`src/rtl/fetch_queue_if.sv`:
```
// Handshake bundle between a fetch unit (master) and the fetch queue (slave).
// Carries the paired enqueue slots and the paired head/head+1 dequeue view.
interface fetch_queue_if #(
   parameter int unsigned DATA_W = 32,
   parameter int unsigned ADDR_W = 32
);
   logic [1:0]        enq_valid;
   logic [ADDR_W-1:0] enq_pc0;
   logic [ADDR_W-1:0] enq_pc1;
   logic [DATA_W-1:0] enq_instr0;
   logic [DATA_W-1:0] enq_instr1;
   logic              enq_ready;
   logic [1:0]        deq_valid;
   logic [ADDR_W-1:0] deq_pc0;
   logic [ADDR_W-1:0] deq_pc1;
   logic [DATA_W-1:0] deq_instr0;
   logic [DATA_W-1:0] deq_instr1;
   logic [1:0]        deq_req;

   modport master (
      output enq_valid, enq_pc0, enq_pc1, enq_instr0, enq_instr1, deq_req,
      input  enq_ready, deq_valid, deq_pc0, deq_pc1, deq_instr0, deq_instr1
   );

   modport slave (
      input  enq_valid, enq_pc0, enq_pc1, enq_instr0, enq_instr1, deq_req,
      output enq_ready, deq_valid, deq_pc0, deq_pc1, deq_instr0, deq_instr1
   );
endinterface

```
`src/rtl/fetch_queue.sv`:
```
// Dual-issue circular fetch queue: up to two entries in and two out per cycle.
// Define FQ_BYPASS_EN to let an enqueue into an empty queue appear on deq outputs same cycle.
module fetch_queue #(
   parameter int unsigned DATA_W = 32,
   parameter int unsigned ADDR_W = 32,
   parameter int unsigned DEPTH  = 8
) (
   input  logic                     clk_i,
   input  logic                     rst_ni,
   input  logic                     flush_i,
   fetch_queue_if.slave             fq_io,
   output logic [$clog2(DEPTH):0]   count_o,
   output logic                     ovf_err_o
);
   localparam int unsigned PW = $clog2(DEPTH);
   localparam int unsigned CW = PW + 1;

   logic [ADDR_W-1:0] pc_mem    [DEPTH];
   logic [DATA_W-1:0] instr_mem [DEPTH];

   logic [PW-1:0] head_q, head_d, tail_q, tail_d, head_p1, tail_p1;
   logic [CW-1:0] count_q, count_d;
   logic          ovf_q, ovf_d;

   logic          enq_legal, deq_legal, enq_ok, byp_en;
   logic [1:0]    n_enq, n_deq, n_skip, n_wr, n_pop, deq_take;
   logic [ADDR_W-1:0] wr_pc0;
   logic [DATA_W-1:0] wr_instr0;

   assign head_p1         = head_q + PW'(1);
   assign tail_p1         = tail_q + PW'(1);
   assign fq_io.enq_ready = (count_q <= CW'(DEPTH - 2));
   assign enq_legal       = (fq_io.enq_valid == 2'b01) || (fq_io.enq_valid == 2'b11);
   assign deq_legal       = (fq_io.deq_req != 2'b10);
   assign enq_ok          = enq_legal && fq_io.enq_ready && !flush_i;
   assign n_enq           = enq_ok ? (fq_io.enq_valid[1] ? 2'd2 : 2'd1) : 2'd0;

`ifdef FQ_BYPASS_EN
   assign byp_en = enq_ok && (count_q == '0);
`else
   assign byp_en = 1'b0;
`endif

   // Dequeue view: bypassed enqueue slots when empty, otherwise stored head/head+1.
   always_comb begin
      if (byp_en) begin
         fq_io.deq_valid  = fq_io.enq_valid;
         fq_io.deq_pc0    = fq_io.enq_pc0;
         fq_io.deq_pc1    = fq_io.enq_pc1;
         fq_io.deq_instr0 = fq_io.enq_instr0;
         fq_io.deq_instr1 = fq_io.enq_instr1;
      end else begin
         fq_io.deq_valid  = {count_q >= CW'(2), count_q != '0};
         fq_io.deq_pc0    = pc_mem[head_q];
         fq_io.deq_pc1    = pc_mem[head_p1];
         fq_io.deq_instr0 = instr_mem[head_q];
         fq_io.deq_instr1 = instr_mem[head_p1];
      end
   end

   assign deq_take = deq_legal ? (fq_io.deq_req & fq_io.deq_valid) : 2'b00;
   assign n_deq    = {1'b0, deq_take[0]} + {1'b0, deq_take[1]};

   // Bypassed entries consumed this cycle are never written; the rest shift down one slot.
   assign n_skip    = byp_en ? n_deq : 2'd0;
   assign n_pop     = byp_en ? 2'd0 : n_deq;
   assign n_wr      = n_enq - n_skip;
   assign wr_pc0    = n_skip[0] ? fq_io.enq_pc1 : fq_io.enq_pc0;
   assign wr_instr0 = n_skip[0] ? fq_io.enq_instr1 : fq_io.enq_instr0;

   always_comb begin
      head_d  = head_q;
      tail_d  = tail_q;
      count_d = count_q;
      ovf_d   = ovf_q
              | (fq_io.enq_valid == 2'b10)
              | !deq_legal
              | ((fq_io.enq_valid != 2'b00) && !fq_io.enq_ready);
      if (flush_i) begin
         head_d  = '0;
         tail_d  = '0;
         count_d = '0;
      end else begin
         head_d  = head_q + PW'(n_pop);
         tail_d  = tail_q + PW'(n_wr);
         count_d = count_q + CW'(n_wr) - CW'(n_pop);
      end
   end

   always_ff @(posedge clk_i or negedge rst_ni) begin
      if (!rst_ni) begin
         head_q  <= '0;
         tail_q  <= '0;
         count_q <= '0;
         ovf_q   <= 1'b0;
      end else begin
         head_q  <= head_d;
         tail_q  <= tail_d;
         count_q <= count_d;
         ovf_q   <= ovf_d;
      end
   end

   always_ff @(posedge clk_i) begin
      if (n_wr != 2'd0) begin
         pc_mem[tail_q]    <= wr_pc0;
         instr_mem[tail_q] <= wr_instr0;
      end
      if (n_wr == 2'd2) begin
         pc_mem[tail_p1]    <= fq_io.enq_pc1;
         instr_mem[tail_p1] <= fq_io.enq_instr1;
      end
   end

   assign count_o   = count_q;
   assign ovf_err_o = ovf_q;
endmodule

```
`src/flat_wrapper.sv`:
```
// flat-port wrapper written by rule: the top's interface ports become plain ports
module fetch_queue_flat 
#(
   parameter int unsigned DATA_W = 32,
   parameter int unsigned ADDR_W = 32,
   parameter int unsigned DEPTH  = 8
)
  (clk_i, rst_ni, flush_i, count_o, ovf_err_o, fq_io_enq_valid, fq_io_enq_pc0, fq_io_enq_pc1, fq_io_enq_instr0, fq_io_enq_instr1, fq_io_deq_req, fq_io_enq_ready, fq_io_deq_valid, fq_io_deq_pc0, fq_io_deq_pc1, fq_io_deq_instr0, fq_io_deq_instr1);
  fetch_queue_if #(.DATA_W(DATA_W), .ADDR_W(ADDR_W)) fq_io_i ();
  input  logic clk_i;
  input  logic rst_ni;
  input  logic flush_i;
  output logic [$clog2(DEPTH):0] count_o;
  output logic ovf_err_o;
  input wire logic [$bits(fq_io_i.enq_valid)-1:0] fq_io_enq_valid;
  input wire logic [$bits(fq_io_i.enq_pc0)-1:0] fq_io_enq_pc0;
  input wire logic [$bits(fq_io_i.enq_pc1)-1:0] fq_io_enq_pc1;
  input wire logic [$bits(fq_io_i.enq_instr0)-1:0] fq_io_enq_instr0;
  input wire logic [$bits(fq_io_i.enq_instr1)-1:0] fq_io_enq_instr1;
  input wire logic [$bits(fq_io_i.deq_req)-1:0] fq_io_deq_req;
  output wire logic [$bits(fq_io_i.enq_ready)-1:0] fq_io_enq_ready;
  output wire logic [$bits(fq_io_i.deq_valid)-1:0] fq_io_deq_valid;
  output wire logic [$bits(fq_io_i.deq_pc0)-1:0] fq_io_deq_pc0;
  output wire logic [$bits(fq_io_i.deq_pc1)-1:0] fq_io_deq_pc1;
  output wire logic [$bits(fq_io_i.deq_instr0)-1:0] fq_io_deq_instr0;
  output wire logic [$bits(fq_io_i.deq_instr1)-1:0] fq_io_deq_instr1;
  assign fq_io_i.enq_valid = fq_io_enq_valid;
  assign fq_io_i.enq_pc0 = fq_io_enq_pc0;
  assign fq_io_i.enq_pc1 = fq_io_enq_pc1;
  assign fq_io_i.enq_instr0 = fq_io_enq_instr0;
  assign fq_io_i.enq_instr1 = fq_io_enq_instr1;
  assign fq_io_i.deq_req = fq_io_deq_req;
  assign fq_io_enq_ready = fq_io_i.enq_ready;
  assign fq_io_deq_valid = fq_io_i.deq_valid;
  assign fq_io_deq_pc0 = fq_io_i.deq_pc0;
  assign fq_io_deq_pc1 = fq_io_i.deq_pc1;
  assign fq_io_deq_instr0 = fq_io_i.deq_instr0;
  assign fq_io_deq_instr1 = fq_io_i.deq_instr1;
  fetch_queue #(.DATA_W(DATA_W), .ADDR_W(ADDR_W), .DEPTH(DEPTH)) u_core (.clk_i(clk_i), .rst_ni(rst_ni), .flush_i(flush_i), .fq_io(fq_io_i), .count_o(count_o), .ovf_err_o(ovf_err_o));
endmodule
```
`config.mk`:
```
export PLATFORM = sky130hd
export DESIGN_NAME = fetch_queue_flat
export DESIGN_NICKNAME = d
export VERILOG_FILES = /design/src/rtl/fetch_queue_if.sv /design/src/rtl/fetch_queue.sv /design/src/flat_wrapper.sv
export SDC_FILE = /design/constraint.sdc
export NUM_CORES = 1
export LEC_CHECK = 0
export BUFFER_PORTS_ARGS = -buffer_cell sky130_fd_sc_hd__buf_4
export CORE_ASPECT_RATIO = 0.9
export CORE_MARGIN = 5
export CORE_UTILIZATION = 40
export DETAILED_ROUTE_END_ITERATION = 16
export GPL_ROUTABILITY_DRIVEN = 0
export GPL_TIMING_DRIVEN = 0
export HOLD_SLACK_MARGIN = 0.15
export PLACE_DENSITY = 0.55
export SLEW_MARGIN = 25
export SYNTH_ARGS = -nofsm -noshare
export SYNTH_HDL_FRONTEND = slang
export SYNTH_SLANG_ARGS = --single-unit
```
`constraint.sdc`:
```
create_clock -name clk_i -period 10.1 [get_ports clk_i]
set_clock_uncertainty 0.05 [all_clocks]
set_input_delay 0.505 -clock clk_i [delete_from_list [all_inputs] [get_ports clk_i]]
set_output_delay 0.505 -clock clk_i [all_outputs]
set_load 0.05 [all_outputs]
```
After elaboration in Yosys (flattened, before gate mapping):

Memories as Yosys holds them, arrays and structs flattened.
Index checks and enable logic that the tools add are counted.

* register bits after elaboration: 11
* latch bits: 0
* memory bits (writable): 512
* bits in read-only memories: 0
* word-level logic and storage cells: 44
* memories kept: 2

Memory list
* u_core.instr_mem: words 8, width 32, read ports 2, clocked after memory_dff 0, wr ports 2, line fetch_queue.sv:19 `logic [DATA_W-1:0] instr_mem [DEPTH];`
* u_core.pc_mem: words 8, width 32, read ports 2, clocked after memory_dff 0, wr ports 2, line fetch_queue.sv:18 `logic [ADDR_W-1:0] pc_mem [DEPTH];`

* add/subtract/negate cells: 7
* multipliers: 0
* divide/modulo/power cells: 0
* order comparisons: 2
* equality and inequality tests: 5
* shifts and indexed selects: 0
* multiplexer cells: 10
* bitwise operators: 4
* reductions and logical operators: 10

Operator list (number)
* adder 3 x 1 -> 3 bit, second input constant: 2
* adder 3 x 2 -> 3 bit: 2
* == test 2 bit, second input constant: 3
* 2-to-1 mux 2 bit: 3
* 2-to-1 mux 3 bit: 2
* adder 4 x 2 -> 4 bit: 1
* greater-or-equal comparator 4 x 2 -> 1 bit, second input constant: 1
* <= comparator 4 x 3 -> 1 bit, second input constant: 1
* 2-to-1 mux 1 bit: 4
* 2-to-1 mux 4 bit: 1
* nonzero test 2 bit: 2
* nonzero test 4 bit: 1
* subtractor 4 x 2 -> 4 bit: 1
* logical AND 1 bit: 3
* zero test 1 bit: 3
* bitwise OR 1 bit: 3
* adder 1 x 1 -> 2 bit: 1
* bitwise AND 2 bit: 1
* == test 2 x 1 -> 1 bit, second input constant: 1
* != test 2 bit, second input constant: 1
* logical OR 1 bit: 1

Longest topological paths before layout:

* depth after elaboration: 8
* depth in mapped cells: 13
* gate-level depth less buffers: 12

Least setup slack after synthesis:

OpenSTA, ideal clock, no wires.

* kind: reg-to-reg
* start point: register u_core.count_q[3], in the netlist u_core.count_o[3]
* end point: memory u_core.instr_mem[1][0] (enable)
* arrival: 4.598 ns
* required time: 9.543 ns
* slack: 4.944 ns
* cell stages (with the launch flop): 7
* buffers on the path: 1
* cells stage by stage: dfrtp_1 > inv_1 > ha_1 > nand3_1 > nand3_1 > buf_2 > a21oi_1

RTL lines
* from (decl): line fetch_queue.sv:22 `logic [CW-1:0] count_q, count_d;`
* from (signal assigned): line fetch_queue.sv:99 `count_q <= count_d;`
* to (decl): line fetch_queue.sv:19

Worst setup path after layout:

* start point: register u_core.head_q[0]
* end point: output fq_io_deq_instr1[1]

* longest elaborated chain between the ends: 2

RTL lines
* from (decl): line fetch_queue.sv:21 `logic [PW-1:0] head_q, head_d, tail_q, tail_d, head_p1, tail_p1;`
* from (signal assigned): line fetch_queue.sv:92 `head_q <= '0;`
* from (signal assigned): line fetch_queue.sv:97 `head_q <= head_d;`
* adder 3 x 1 -> 3 bit: line fetch_queue.sv:30 `assign head_p1 = head_q + PW'(1);`
* memory read (8 x 32 bit)
* to (decl): line flat_wrapper.sv:26 `output wire logic [$bits(fq_io_i.deq_instr1)-1:0] fq_io_deq_instr1;`

No other way between the ends.

==> impl_metrics.yaml <==
status:
  status: "completed"
sta:
  tns_ns: 0
  grt_setup_unrepaired: "no"
  hold_violations: 0
  setup_viol: 0
  fmax_mhz: 207
  relSlewSlack_pct: 29.7
  slew_violations: 0
  fin_crit_sh_pct: 47.9
  period_minus_slack_ns: 4.84
  worst_slew_pin_slew_ns: 1.05
synth:
  syn_area_per_cell_um2: 18.5
  synthesis.nets: 1795
  syn-cell-area_um2: 30500
  synthArstFlopShare_pct: 2.10
  synthCells: 1645
  yosysTopAreaCellShare_pct: 50.5
  yosysWarnings: 0
  synth.yosys.seq_area_share_pct: 51.4
  ys_ff_latch: 523
  ys.flop_type: "edfxtp_1"
  synth.distinct_cells: 40
  synth_area_leaders: "edfxtp_1 (50%), mux2_2 (21%), mux4_2 (19%)"
  synth.largest_area_cell: "edfxtp_1"
  synth-edff-count: 512
global_route:
  antenna_found_initial: 14
  grt_pass1_vias: 19900
  grt_pass1_wl_mm: 140
  grt.overflow.total: 0
  grt.total_usage_pct: 23.6
  grt_max_degree: 16
final_layout:
  drive_gt1_share_pct: 66.4
  layout.nets: 2188
  fillers: 6477
  final_area_um2: 36900
  syn_to_final_growth_pct: 21.3
placement:
  hpwl_mm: 66.5
  io_buffers: 270
  dpl_cell_area_um2: 34900
clock_network:
  post_cts_resize_count: 0
  cts_max_path_buffers: 3
  cts.sinks: 523
  cts-root-buf: "clkbuf_16"
  clk_latency_ns: 0.61
  htreeDepth: 2
  cts.clk_slew.worst_paths_ns: 0.06
  cts_tree: "built"
  post_cts_buffers: 0
  numCtsBuffers: 59
detailed_routing:
  via_count: 18100
  drt_iter0_drc: 1447
  drtPass1Iterations: 5
  via_per_inst: 5.79
  final_antenna_net_count: 0
  wl_per_cell_um: 31.2
  drt_drc_violations_left: 0
  wirelength_mm: 97.4
floorplan:
  die_h_um: 272
  dieArea_um2: 81800
  start_util_pct: 40.1
  rows: 96
  die_w_um: 301
  core_region_area_um2: 75900
  ios: 271
setup_path:
  cp-end-kind: "output pin"
  slowest_delay_ns: 0.79
  cp_max_fo: 10
  critical_path_class: "flop to output pin"
  startpoint_type: "flop"
  crit_arrival_ns: 4.28
  crit_chain: "ha_1, buf_2, buf_1, clkbuf_1, mux4_2, mux2_2, buf_4"
  crit_slowest_cell: "clkbuf_1"
  crit_buf_inv: 4
  critPathTopFamily: "buffers and inverters"
  crit_required_ns: 9.55
power_and_ir_drop:
  peakVddDrop_v: 0.000249
  power.density_nw_per_um2: 248
  p_leak_nw: 12.6
hold_path:
  hp-class: "input port to flop"
flow_run:
  cap_viol_max_count: 0
-- per-stage QoR --
step           util (%)  cells  power, mW  hold WS [ns]  worst slack, ns
6_report           48.7   3123       9.18         0.188             5.26
5_1_grt            48.7   3118       9.54         0.170             5.08
3_3_place_gp       44.5   2944       7.10         0.302            0.465
4_1_cts            48.6   3113       9.29         0.150             5.14
2_1_floorplan         -   1645       5.69         0.159             4.94
3_5_place_dp       46.0   2988       7.15         0.305             5.83
-- Yosys cell counts, types with 2 or more instances --
library cell and number:
a21oi_1 4, a31oi_1 3, and3_1 2, buf_1 5, buf_12 6, buf_2 55
buf_6 25, clkbuf_1 34, dfrtp_1 11, edfxtp_1 512, fa_1 4, ha_1 11
inv_1 17, mux2_1 15, mux2_2 567, mux2_4 60, mux4_2 256, nand2_1 4
nand3_1 6, nand4_1 2, nand4_2 4, nor2_1 14, nor2b_1 5, nor4_4 2
or3_1 3, xnor2_1 2, xor2_1 3
-- cells in the final DEF (no fill, tap or decap), types with 5 or more instances in the layout --
master           n
buf_4          272
buf_2           56
edfxtp_1       512
mux2_1          15
bufinv_16        5
dfrtp_1         11
nor2_1           9
buf_16          28
diode_2         10
inv_1           17
mux2_2         567
clkbuf_16       61
nor2b_1          5
nor2_4           5
ha_1            11
buf_12          13
dlygate4sd3_1   18
nand3_1          6
clkinv_1         7
clkbuf_1        55
mux4_2         256
buf_8            6
buf_6           27
mux2_4          60
-- cells by family after synthesis --
group	Yosys count	share of synthesized area (%)
xor+xnor	7	0.288
simple gates	47	1.01
buf+inv	143	2.94
mux	898	43.4
fa+ha+maj	15	0.715
compound gates	12	0.259
flops	523	51.4
-- final cells by class --
cell class                      count  area (um^2)  share of cell area, %
Antenna cell                       10         25.0                 0.0677
Tap cell                         1029         1290                   3.48
Multi-Input combinational cell    979        14000                   37.9
Timing Repair Buffer              332         3240                   8.76
Clock inverter                     21          235                  0.637
Buffer                            126          837                   2.27
Inverter                           17         63.8                  0.173
Sequential cell                   523        15700                   42.4
Clock buffer                       86         1620                   4.39
-- sequential cells by signal, indices dropped and copies added, names as in the netlist --
| signal | count |
|---|---|
| u_core.pc_mem | 256 |
| u_core.instr_mem | 256 |
| u_core.ovf_err_o | 1 |
| u_core.count_o | 4 |
| u_core.head_q | 3 |
| u_core.tail_q | 3 |
-- per-layer routing --
metal | global-route usage, % | up-vias | share of wire, % | wire length (um)
met5 | 0 | - | 0.050 | 49
met4 | 5.37 | 8 | 1.9 | 1870
met3 | 5.19 | 118 | 6.8 | 6650
met2 | 40.8 | 593 | 51 | 49200
met1 | 30.7 | 9625 | 41 | 39600
li1 | - | 7728 | - | -
-- final timing paths --
path                            cells past startpoint  slack, ns                  from                       to
worst max-delay path                                7       5.26      u_core.head_q[0]      fq_io_deq_instr1[1]
worst min-delay path                                2       0.19  fq_io_enq_instr1[25]  u_core.instr_mem[7][25]
worst max register to register                      9       6.71     u_core.count_o[3]  u_core.instr_mem[3][21]
worst min register to register                      2       0.66      u_core.tail_q[0]         u_core.tail_q[0]
max in group asynchronous                           2       9.62                rst_ni         u_core.tail_q[0]
min in group asynchronous                           2       0.22                rst_ni        u_core.count_o[0]
-- power breakdown --
group	switching, mW	internal [mW]
Combinational	2.75	1.79
Clock	0.890	1.23
Sequential	0.0407	2.47
Total	3.68	5.50
-- timing repair --
item	4_1_cts	5_1_grt
hold endpoints to repair	24	0
hold buffers	18	0
setup endpoints to repair	0	0
(Power assumes the default switching activity.)
